**src/rtl/sdram_tester_pkg.sv**
```systemverilog
// Shared definitions for the SDRAM pattern tester.
//   state_t    : tester FSM state encoding
//   PAT_*      : pattern mode codes for the 2-bit mode input
//   WDOG_LIMIT : handshake watchdog terminal count, used when
//                SDRAM_TESTER_WATCHDOG_EN is defined
package sdram_tester_pkg;

  typedef enum logic [3:0] {
    IDLE,
    WR_REQ,
    WR_ACK,
    WR_DONE,
    RD_REQ,
    RD_ACK,
    RD_DONE,
    NEXT,
    DONE
  } state_t;

  localparam logic [1:0] PAT_INC   = 2'd0;
  localparam logic [1:0] PAT_XOR   = 2'd1;
  localparam logic [1:0] PAT_WALK1 = 2'd2;
  localparam logic [1:0] PAT_CHECK = 2'd3;

  localparam logic [15:0] WDOG_LIMIT = 16'hFFFF;

endpackage

```
**src/rtl/sdram_pattern_gen.sv**
```systemverilog
// Combinational test-word generator. The same instance feeds both the write
// data and the read-back compare, so the two paths always agree.
//   mode : pattern select (PAT_*)
//   seed : per-pass seed
//   idx  : test index, zero-extended or truncated to DATA_W
//   word : expected data word
module sdram_pattern_gen
  import sdram_tester_pkg::*;
#(
  parameter int DATA_W = 16,
  parameter int IDX_W  = 8
) (
  input  logic [1:0]        mode,
  input  logic [DATA_W-1:0] seed,
  input  logic [IDX_W-1:0]  idx,
  output logic [DATA_W-1:0] word
);

  logic [DATA_W-1:0] idx_d;
  logic [DATA_W:0]   walk_sum;
  logic [DATA_W-1:0] walk_pos;

  always_comb begin
    idx_d    = DATA_W'(idx);
    // One extra bit keeps the sum exact before the modulo.
    walk_sum = {1'b0, idx_d} + {1'b0, seed};
    walk_pos = DATA_W'(32'(walk_sum) % DATA_W);
    case (mode)
      PAT_INC:   word = seed + idx_d;
      PAT_XOR:   word = seed ^ idx_d;
      PAT_WALK1: word = {{(DATA_W-1){1'b0}}, 1'b1} << walk_pos;
      default:   word = idx[0] ? ~seed : seed;
    endcase
  end

endmodule

```
**src/rtl/sdram_pattern_tester.sv**
```systemverilog
// SDRAM self-test engine: write sweep over a 2^N word window, then a read-back
// compare sweep, repeated PASSES times (0 = until stop).
// Optional feature macro: SDRAM_TESTER_WATCHDOG_EN adds a 16-bit handshake
// watchdog and the timeout output.
// Ports:
//   CLK_160_COMMON, reset (async, active-low)
//   start/stop/mode/seed       : run control
//   drv_start_write/read, drv_row/col/bank, wr_data, drv_busy, rd_valid,
//   rd_data                    : SDRAM driver handshake
//   busy/done/pass_ok, err_count, pass_count, first_err_* : results
//   timeout                    : watchdog expiry (watchdog build only)
module sdram_pattern_tester
  import sdram_tester_pkg::*;
#(
  parameter int DATA_W    = 16,
  parameter int COL_BITS  = 3,
  parameter int ROW_BITS  = 3,
  parameter int BANK_BITS = 2,
  parameter int PASSES    = 1,
  parameter int ERR_W     = 16
) (
  input  logic                                  CLK_160_COMMON,
  input  logic                                  reset,
  input  logic                                  start,
  input  logic                                  stop,
  input  logic [1:0]                            mode,
  input  logic [DATA_W-1:0]                     seed,
  output logic                                  drv_start_write,
  output logic                                  drv_start_read,
  output logic [12:0]                           drv_row,
  output logic [12:0]                           drv_col,
  output logic [1:0]                            drv_bank,
  output logic [DATA_W-1:0]                     wr_data,
  input  logic                                  drv_busy,
  input  logic                                  rd_valid,
  input  logic [DATA_W-1:0]                     rd_data,
  output logic                                  busy,
  output logic                                  done,
  output logic                                  pass_ok,
  output logic [ERR_W-1:0]                      err_count,
  output logic [ERR_W-1:0]                      pass_count,
  output logic [COL_BITS+ROW_BITS+BANK_BITS-1:0] first_err_idx,
  output logic [DATA_W-1:0]                     first_err_exp,
`ifdef SDRAM_TESTER_WATCHDOG_EN
  output logic                                  timeout,
`endif
  output logic [DATA_W-1:0]                     first_err_got
);

  localparam int IDX_W = COL_BITS + ROW_BITS + BANK_BITS;
  localparam logic [IDX_W-1:0] IDX_LAST = '1;

  state_t            state, next_state;
  logic [IDX_W-1:0]  idx;
  logic [1:0]        mode_r;
  logic [DATA_W-1:0] seed_run;
  logic [DATA_W-1:0] exp_word;
  logic              in_read;   // 1 while sweeping the read-back phase
  logic              rd_seen;   // rd_valid already consumed for this word
  logic              armed;     // first-error latch still open
  logic              start_run, idx_step, idx_clear, pass_end;
  logic              rd_sample, rd_miss, wd_fire;
  logic              mismatch, err_hit;
  logic [ERR_W-1:0]  pass_next;

  sdram_pattern_gen #(.DATA_W(DATA_W), .IDX_W(IDX_W)) u_gen (
    .mode (mode_r),
    .seed (seed_run),
    .idx  (idx),
    .word (exp_word)
  );

  // Address and data derive from idx, which only moves in NEXT, so they are
  // stable for the whole request/acknowledge/complete sequence.
  assign wr_data = exp_word;
  assign drv_col = 13'(idx[COL_BITS-1:0]);
  assign drv_row = 13'(idx[COL_BITS +: ROW_BITS]);
  generate
    if (BANK_BITS > 0) begin : g_bank
      assign drv_bank = 2'(idx[COL_BITS+ROW_BITS +: BANK_BITS]);
    end else begin : g_no_bank
      assign drv_bank = 2'b00;
    end
  endgenerate

  // Start strobes decode straight from state so an asynchronous reset drops
  // them immediately; one state each makes them mutually exclusive.
  assign drv_start_write = (state == WR_ACK);
  assign drv_start_read  = (state == RD_ACK);
  assign busy            = (state != IDLE) && (state != DONE);
  assign done            = (state == DONE);
  assign pass_ok         = done && (err_count == '0);

  assign pass_next = (pass_count == '1) ? pass_count : pass_count + 1'b1;
  assign mismatch  = rd_sample && (rd_data != exp_word);
  assign err_hit   = mismatch || rd_miss || wd_fire;

`ifdef SDRAM_TESTER_WATCHDOG_EN
  logic [15:0] wd_cnt;
  logic        wd_active;
  assign wd_active = (state == WR_ACK) || (state == WR_DONE) ||
                     (state == RD_ACK) || (state == RD_DONE);
`endif

  // NOTE: sequential state uses non-blocking assignments so every register
  // samples pre-edge values regardless of block ordering.
  always_ff @(posedge CLK_160_COMMON or negedge reset) begin
    if (!reset) state <= IDLE;
    else        state <= next_state;
  end

  always_comb begin
    // NOTE: every output of this block gets a default first, so no path can
    // leave one unassigned and infer a latch.
    next_state = state;
    start_run  = 1'b0;
    idx_step   = 1'b0;
    idx_clear  = 1'b0;
    pass_end   = 1'b0;
    rd_sample  = 1'b0;
    rd_miss    = 1'b0;
    wd_fire    = 1'b0;
    case (state)
      IDLE, DONE: if (start) begin
        start_run  = 1'b1;
        next_state = WR_REQ;
      end
      WR_REQ:  if (!drv_busy) next_state = WR_ACK;
      WR_ACK:  if (drv_busy)  next_state = WR_DONE;
      WR_DONE: if (!drv_busy) next_state = NEXT;
      RD_REQ:  if (!drv_busy) next_state = RD_ACK;
      RD_ACK:  if (drv_busy)  next_state = RD_DONE;
      RD_DONE: begin
        rd_sample = rd_valid && !rd_seen;
        if (!drv_busy) begin
          next_state = NEXT;
          rd_miss    = !rd_seen && !rd_valid;
        end
      end
      NEXT: begin
        if (stop) begin
          next_state = DONE;
        end else if (idx != IDX_LAST) begin
          idx_step   = 1'b1;
          next_state = in_read ? RD_REQ : WR_REQ;
        end else if (!in_read) begin
          idx_clear  = 1'b1;
          next_state = RD_REQ;
        end else begin
          pass_end = 1'b1;
          if (PASSES != 0 && 32'(pass_next) == 32'(PASSES)) begin
            next_state = DONE;
          end else begin
            idx_clear  = 1'b1;
            next_state = WR_REQ;
          end
        end
      end
      default: next_state = IDLE;
    endcase
`ifdef SDRAM_TESTER_WATCHDOG_EN
    if (wd_active && wd_cnt == WDOG_LIMIT) begin
      wd_fire    = 1'b1;
      rd_sample  = 1'b0;
      rd_miss    = 1'b0;
      next_state = DONE;
    end
`endif
  end

  always_ff @(posedge CLK_160_COMMON or negedge reset) begin
    if (!reset) begin
      idx           <= '0;
      mode_r        <= '0;
      seed_run      <= '0;
      in_read       <= 1'b0;
      rd_seen       <= 1'b0;
      armed         <= 1'b1;
      err_count     <= '0;
      pass_count    <= '0;
      first_err_idx <= '0;
      first_err_exp <= '0;
      first_err_got <= '0;
    end else if (start_run) begin
      idx           <= '0;
      mode_r        <= mode;
      seed_run      <= seed;
      in_read       <= 1'b0;
      rd_seen       <= 1'b0;
      armed         <= 1'b1;
      err_count     <= '0;
      pass_count    <= '0;
      first_err_idx <= '0;
      first_err_exp <= '0;
      first_err_got <= '0;
    end else begin
      if (state == RD_REQ) rd_seen <= 1'b0;
      else if (rd_sample)  rd_seen <= 1'b1;
      if (err_hit && err_count != '1) err_count <= err_count + 1'b1;
      if ((mismatch || rd_miss) && armed) begin
        armed         <= 1'b0;
        first_err_idx <= idx;
        first_err_exp <= exp_word;
        first_err_got <= mismatch ? rd_data : '0;
      end
      if (idx_step)       idx <= idx + 1'b1;
      else if (idx_clear) idx <= '0;
      if (pass_end) begin
        pass_count <= pass_next;
        seed_run   <= seed_run + 1'b1;
      end
      if (next_state == RD_REQ)      in_read <= 1'b1;
      else if (next_state == WR_REQ) in_read <= 1'b0;
    end
  end

`ifdef SDRAM_TESTER_WATCHDOG_EN
  always_ff @(posedge CLK_160_COMMON or negedge reset) begin
    if (!reset) begin
      wd_cnt  <= '0;
      timeout <= 1'b0;
    end else begin
      wd_cnt <= wd_active ? wd_cnt + 1'b1 : '0;
      if (start_run)    timeout <= 1'b0;
      else if (wd_fire) timeout <= 1'b1;
    end
  end
`endif

endmodule

```
**config.mk**
```make
export PLATFORM = sky130hd
export DESIGN_NAME = sdram_pattern_tester
export DESIGN_NICKNAME = d
export VERILOG_FILES = /design/src/rtl/sdram_tester_pkg.sv /design/src/rtl/sdram_pattern_gen.sv /design/src/rtl/sdram_pattern_tester.sv
export SDC_FILE = /design/constraint.sdc
export NUM_CORES = 1
export LEC_CHECK = 0
export CAP_MARGIN = 20
export CORE_MARGIN = 4
export CORE_UTILIZATION = 37
export DETAILED_ROUTE_END_ITERATION = 12
export PLACE_DENSITY = 0.68
export SLEW_MARGIN = 40
export SYNTH_ARGS = -nofsm -noshare
export SYNTH_HDL_FRONTEND = slang
export SYNTH_SLANG_ARGS = --single-unit
```
**constraint.sdc**
```tcl
create_clock -name CLK_160_COMMON -period 5.19 [get_ports CLK_160_COMMON]
set_clock_uncertainty 0.1 [all_clocks]
set_input_delay 0.7785 -clock CLK_160_COMMON [delete_from_list [all_inputs] [get_ports CLK_160_COMMON]]
set_output_delay 0.7785 -clock CLK_160_COMMON [all_outputs]
set_load 0.01 [all_outputs]
```
### Yosys cells after proc, flatten, opt, wreduce, memory -nomap -nowiden

Index checks and enable logic that the tools add are counted.

* register bits after elaboration: 105
* input bits: 40
* output and inout bits: 121
* word-level logic and storage cells: 117

* $add $sub $neg: 6
* equality and inequality tests: 18
* shift operators: 1
* multiplexer cells: 56
* bitwise operators: 2
* reductions and logical operators: 22

Operator list (number)
* $mux W16: 13
* $add A16 B1 Y16 const B: 3
* $pmux W16 S3: 1
* $mux W4: 10
* $mux W8: 5
* $pmux W4 S7: 1
* $mux W1: 25
* $eq A4 B3 Y1 const B: 5
* $add A16 B8 Y16: 1
* $eq A16 B1 Y1 const B: 1
* $eq A16 B16 Y1 const B: 1
* $logic_not A16 Y1: 1
* $ne A16 B16 Y1: 1
* $ne A16 B16 Y1 const B: 1
* $not A16 Y16: 1
* $shl A1 B4 Y16 const A: 1
* $xor A16 B8 Y16: 1
* $reduce_bool A3 Y1: 3
* $add A8 B1 Y8 const B: 1
* $eq A4 B1 Y1 const B: 2
* $eq A4 B2 Y1 const B: 2
* $ne A8 B8 Y1 const B: 1
* $logic_and A1 B1 Y1: 7
* $reduce_bool A2 Y1: 3
* other kinds (12): 14

### Longest topological paths before layout

* word-level depth: 12
* depth in mapped cells: 14
* depth with buffers taken out: 12

### Cells and area by module

A second synthesis with hierarchy kept.

* cell total of the unflattened synthesis: 864
* area total of the unflattened synthesis: 7138.1 um^2

By module, submodules not included
* sdram_pattern_tester: instances 1, cells each 675, area each 5875.6 um^2, sequential area each 2628.8 um^2
* sdram_pattern_gen: instances 1, cells each 189, area each 1262.5 um^2, sequential area each 0.0 um^2

### Worst setup path before layout

OpenSTA, ideal clock, no wires.

* kind: flip-flop to flip-flop
* start point: register idx[0]
* end point: register err_count[13]
* setup time: 0.119 ns
* arrival: 3.783 ns
* data required time: 4.971 ns
* slack: 1.188 ns
* cell stages (with the launch flop): 14
* path buffers: 1
* period minus slack after synthesis: 4.002 ns
* path through: dfrtp_1 -> ha_1 -> fa_1 -> nor4bb_1 -> nand2_1 -> a21o_1 -> a22oi_1 -> xor2_1 -> a2111o_1 -> or3_1 -> nor4_4 -> buf_6 -> nor4_1 -> o21a_1

* word-level cells in the longest chain between the ends: 8
* elaborated cells between the ends (all ways): 11
* classes of those cells: add/sub: 2; eq/ne: 1; shift: 1; mux: 2; bitwise: 1; reduce/logical: 4

Ends and longest elaborated chain
* start, declared: RTL line sdram_pattern_tester.sv:54 `logic [IDX_W-1:0] idx;`
* start signal, assigned: RTL line sdram_pattern_tester.sv:206 `if (idx_step) idx <= idx + 1'b1;`
* parallel branches: the longest is 2 deep, another holds $add A16 B8 Y16
* $pmux W16 S3 (*): RTL line sdram_pattern_gen.sv:28 `case (mode)`
* named net wr_data[2]: RTL line sdram_pattern_tester.sv:33 `output logic [DATA_W-1:0] wr_data,`
* $ne A16 B16 Y1 (*): RTL line sdram_pattern_tester.sv:95 `assign mismatch = rd_sample && (rd_data != exp_word);`
* $logic_and A1 B1 Y1 (*): RTL line sdram_pattern_tester.sv:95
* $logic_or A1 B1 Y1 (*): RTL line sdram_pattern_tester.sv:96 `assign err_hit = mismatch || rd_miss || wd_fire;`
* $logic_and A1 B1 Y1 (*): RTL line sdram_pattern_tester.sv:199 `if (err_hit && err_count != '1) err_count <= err_count + 1'b1;`
* $reduce_bool A2 Y1 (no line) (*)
* end signal, assigned: RTL line sdram_pattern_tester.sv:199
* end, declared: RTL line sdram_pattern_tester.sv:40 `output logic [ERR_W-1:0] err_count,`

Mark *: on every way through the listed nets, which the timed path passes.
A chain may end at the register's enable or synchronous reset.

### Worst setup path after layout

* start point: register idx[1]
* end point: output wr_data[13]

* word-level cells in the longest chain between the ends: 3
* elaborated cells between the ends (all ways): 4
* classes of those cells: add/sub: 2; shift: 1; mux: 1

Ends and longest elaborated chain (RTL line)
* parallel branches: the longest is 2 deep, another holds $add A16 B8 Y16
* $pmux W16 S3 (*): sdram_pattern_gen.sv:28
* end, declared: sdram_pattern_tester.sv:33

Every way passes the cells marked *.

==> metrics.sh <==
COMB_POWER_SHARE_PCT=57.8
PATH_MAX_FANOUT=8
TIMING.FINAL.MAX_SLEW_VIOLATIONS=0
TIMING.FINAL.HOLD_VIOLATIONS=0
GRT_PASS1_WL_MM=37.3
FINAL.HOLD.WORST_SLACK_PS=286
MAX-CLOCK-PATH-BUFFERS=2
LAYOUT.NETS=1073
INITIAL_CORE_UTIL_PCT=38.1
ROUTE.FINAL.WIRE_LENGTH_MM=23.7
GLOBALROUTETOTALUTIL_PCT=20.6
MET3WIRELENGTH_MM=1.78
SYN_INST_COUNT=910
VIA_DENSITY_PER_INSTANCE=5.65
YS_DOMINANT_REG_CELL='dfrtp_1'
LAYOUT_MIN_CYCLE_TIME_PS=4480
POSTCTSSETUPBUFFERS=0
CRITICAL_PATH.CELL_CHAIN='ha_1 > a211oi_1 > nor3_2 > o2111ai_1 > nor2_1 > o21ai_0 > a21oi_1 > a21oi_1 > clkdlybuf4s50_1'
POWERDENSITY_mW_PER_MM2=520
DPL_WORST_SLACK_PS=824
FIN_CELLS=1288
WORSTSETUPPATHTYPE='reg -> out'
OUTCOME='complete, no violations'
CP_COMMON_CELL='a21oi_1'
SETUP_VIOL=0
INITIALDRTVIOLATIONCOUNT=482
GRT_PASS1_VIAS=6809
CRITPATHLAUNCH='idx[1]'
YOSYS.AREA.TOP_TYPE='dfrtp_1'
GRT_ANTENNA_BEFORE_REPAIR=0
WORST_R2R_PATH_DEPTH=14
TNS_PS=0
ROUTE.ANTENNA.REMAINING_NETS=0
WORST_PATH_CELL_WITH_THE_LONGEST_STAGE_DELAY='clkdlybuf4s50_1'
CTS.REPORTEDPATHS.CLKPINSLEW_PS=70
WIRE_PER_INST_UM=18.4
POWER.SEQUENTIAL.FRACTION_PCT=27.8
FIN_TOTAL_PWR_mW=4.88
SYN-CELL-AREA_MM2=0.00754
WORST_HOLD_PATH_TYPE='in -> async'
CTS_INSERTED_BUFFERS=9
ASYNC_FLOP_SHARE_PCT=100
GRT_MAX_DEGREE=58
SYNTH_TOP_AREA_SHARE_PCT=34.5
DETAIL_ROUTE.DRC_VIOLATIONS=0
CTS-HOLD-FIX-BUFFERS=0
REGTOREGSTARTPOINT='seed_run[0]'
ACHIEVABLE-FREQUENCY_MHz=223
RSZ0062_AT_GRT='no'
ROWS=51
CRIT_FAMILY='compound AO/OA/AOI/OAI gates'
HPWL_AFTER_DETAILED_PLACEMENT_MM=17.6
CTS_MAX_LEVEL=3
WORST_PIN_SLEW_PS=704
PORT-BUFFER-COUNT=140
POST_SYNTH_MOST_FREQUENT_CELLS='nand2_1 (132), dfrtp_1 (104), o21ai_0 (74)'
FP.COREAREA_MM2=0.0198
REG2REG_TO='err_count[4]'
SLOWEST_DELAY_PS=600
POST_SYNTH.CELL_AREA_AVG_UM2=8.29
REQUIRED_PS=4310
M1WIRELENGTH_MM=11.0
SYNTH.MOST_COMMON_CELL='nand2_1'
POST_DP_CELL_AREA_MM2=0.00907
FINAL_CORE_UTILIZATION_PCT=47.4
YOSYSSEQAREASHARE_PCT=34.9
CRITICAL_PATH_BUF_INV_COUNT=1
IO-PIN-COUNT=161
P_CLK_SHARE_PCT=14.4
SYNTH_SEQ_CELLS=105
CRITICAL_PATH_ARRIVAL_PS=3600
ROUTED-WL-MET2_MM=10.6
SYNTH_ENABLE_FLOP_CELLS=0
WORST_SETUP_PATH_START_KIND='flop'
POST_CTS.RESIZED_INSTANCES=0
FINAL_WEIGHTED_CONGESTION_OF_ROUTABILITY_DRIVEN_GLOBAL_PLACEMENT=0.925
POWER.STATIC_LEAKAGE_nW=3.71
CLK_ROOT_BUFFER_CELL='clkbuf_16'
WORST_SLEW_MARGIN_REL_PCT=51.9
FP.DIEAREA_MM2=0.0227
POWER_SWITCHING_SHARE_PCT=46.1
CLOCK_SINK_COUNT=105
SYNTHESIS.YOSYS.WARNINGS=0
TRITONCTS='built'
NUM_VIAS=7277
DRIVE_ABOVE_1_SHARE_PCT=7.14
CRITPATHCAPTURETYPE='primary output'
DIE_H_UM=151
DIEWIDTH_UM=151
DETAIL_ROUTE.FIRST_PASS.ITERATIONS=5
MAX_CAP_VIOL_COUNT=0
POWER_SWITCHING_mW=2.25
LEADING_POST_SYNTHESIS_CELLS_BY_CELL_AREA='dfrtp_1 (35%), nand2_1 (6.6%), o21ai_0 (4.9%), nor2_1 (2.7%), a22o_1 (2.3%)'
FINAL_AREA_MM2=0.00938
LAYOUT_WORST_PATH_CYCLE_SHARE_PCT=86.2
R2R_SLACK_PS=780
GR-TOTAL-OVERFLOW=0
ANTENNA-DIODE-COUNT=0
INTERNAL_POWER_mW=2.63
DP.CELLS=1272
LAYOUT-AREA-OVERHEAD-VS-SYNTH_PCT=24.4
WORSTSKEWPAIRLATENCY_PS=360
TOP_SIGNAL_LAYER_USED='met4'
NFILLCELLS=1913
SYNTH.DISTINCT_CELLS=81
SETUP_WS_PS=714
IRDROPWORSTVDD_mV=0.237
==> cell families (layout without fill, tap and decap cells) <==
logic type	count (synthesis)	in the layout	synth area share [%]
adders and majority gates	15	15	2.59
DFF	105	105	34.9
muxes	15	15	2.01
AOI/OAI and AO/OA	266	266	24.6
xor gates and xnor gates	39	39	4.53
buffers and inverters	101	195	6.57
and+or+nand+nor	368	368	24.8
other	1	20	0.0497
==> registers in the layout, indices dropped and copies added (netlist names) <==
| register | count |
|---|---|
| err_count | 16 |
| first_err_exp | 16 |
| first_err_got | 16 |
| pass_count | 16 |
| seed_run | 16 |
| first_err_idx | 8 |
| idx | 8 |
| state | 4 |
| mode_r | 2 |
| armed | 1 |
| in_read | 1 |
| rd_seen | 1 |
==> cell type report <==
| type | instances | area, µm² | area share (%) |
|---|---|---|---|
| inverters | 24 | 90.1 | 0.960 |
| multi-input cells | 723 | 4510 | 48.1 |
| well taps | 265 | 332 | 3.53 |
| flip-flops and latches | 105 | 2630 | 28.0 |
| clock inverters | 7 | 82.6 | 0.880 |
| clock buffers | 9 | 225 | 2.40 |
| repair buffers | 155 | 1520 | 16.1 |
==> power by group through the flow <==
stage | sequential (mW) | combinational (mW) | clock [mW]
floorplan | 1.28 | 1.71 | 0
global placement | 1.36 | 2.76 | 0
detailed placement | 1.36 | 2.79 | 0
CTS | 1.35 | 2.80 | 0.724
global route | 1.40 | 3.06 | 0.758
finish | 1.35 | 2.82 | 0.704
==> how the worst max path moves through the flow <==
| stage | end | slack, ps | cells after the start |
|---|---|---|---|
| after floorplan | err_count[13] | 1190 | 13 |
| after global placement | err_count[2] | 900 | 12 |
| after detailed placement | err_count[13] | 820 | 13 |
| after CTS | wr_data[13] | 670 | 9 |
| after global routing | wr_data[13] | 400 | 9 |
| final | wr_data[13] | 710 | 9 |
==> worst register-to-register path, stage by stage, from the launching register on <==
cell and delay, ps:
dfrtp_1 430, ha_1 250, fa_1 470, xor2_1 190, buf_4 210, or4_1 450
nor4_1 400, o21ai_0 180, o211ai_1 100, nand4_1 180, or3_1 480, nor4_4 190
buf_4 360, or3_1 190, a21oi_1 70
==> cells in the final DEF, fill, tap and decap left out, drive strengths merged, types with 19 or more instances in the layout <==
master | Yosys | layout
a21oi | 45 | 45
a22o | 20 | 20
and3 | 21 | 21
clkdlybuf4s50 | 0 | 139
conb | 1 | 20
dfrtp | 104 | 104
inv | 24 | 28
nand2 | 132 | 132
nand3 | 21 | 21
nand4 | 19 | 19
nor2 | 57 | 57
nor3 | 22 | 22
o21ai | 90 | 90
or3 | 21 | 21
xnor2 | 20 | 20
xor2 | 19 | 19
==> routing by layer <==
layer / up-vias / track usage [%]
met5: - / 0
met4: 0 / 4.03
met3: 22 / 4.79
met2: 278 / 31.6
met1: 3462 / 29.8
li1: 3515 / -
No activity file was read; power rests on OpenSTA's default activity.
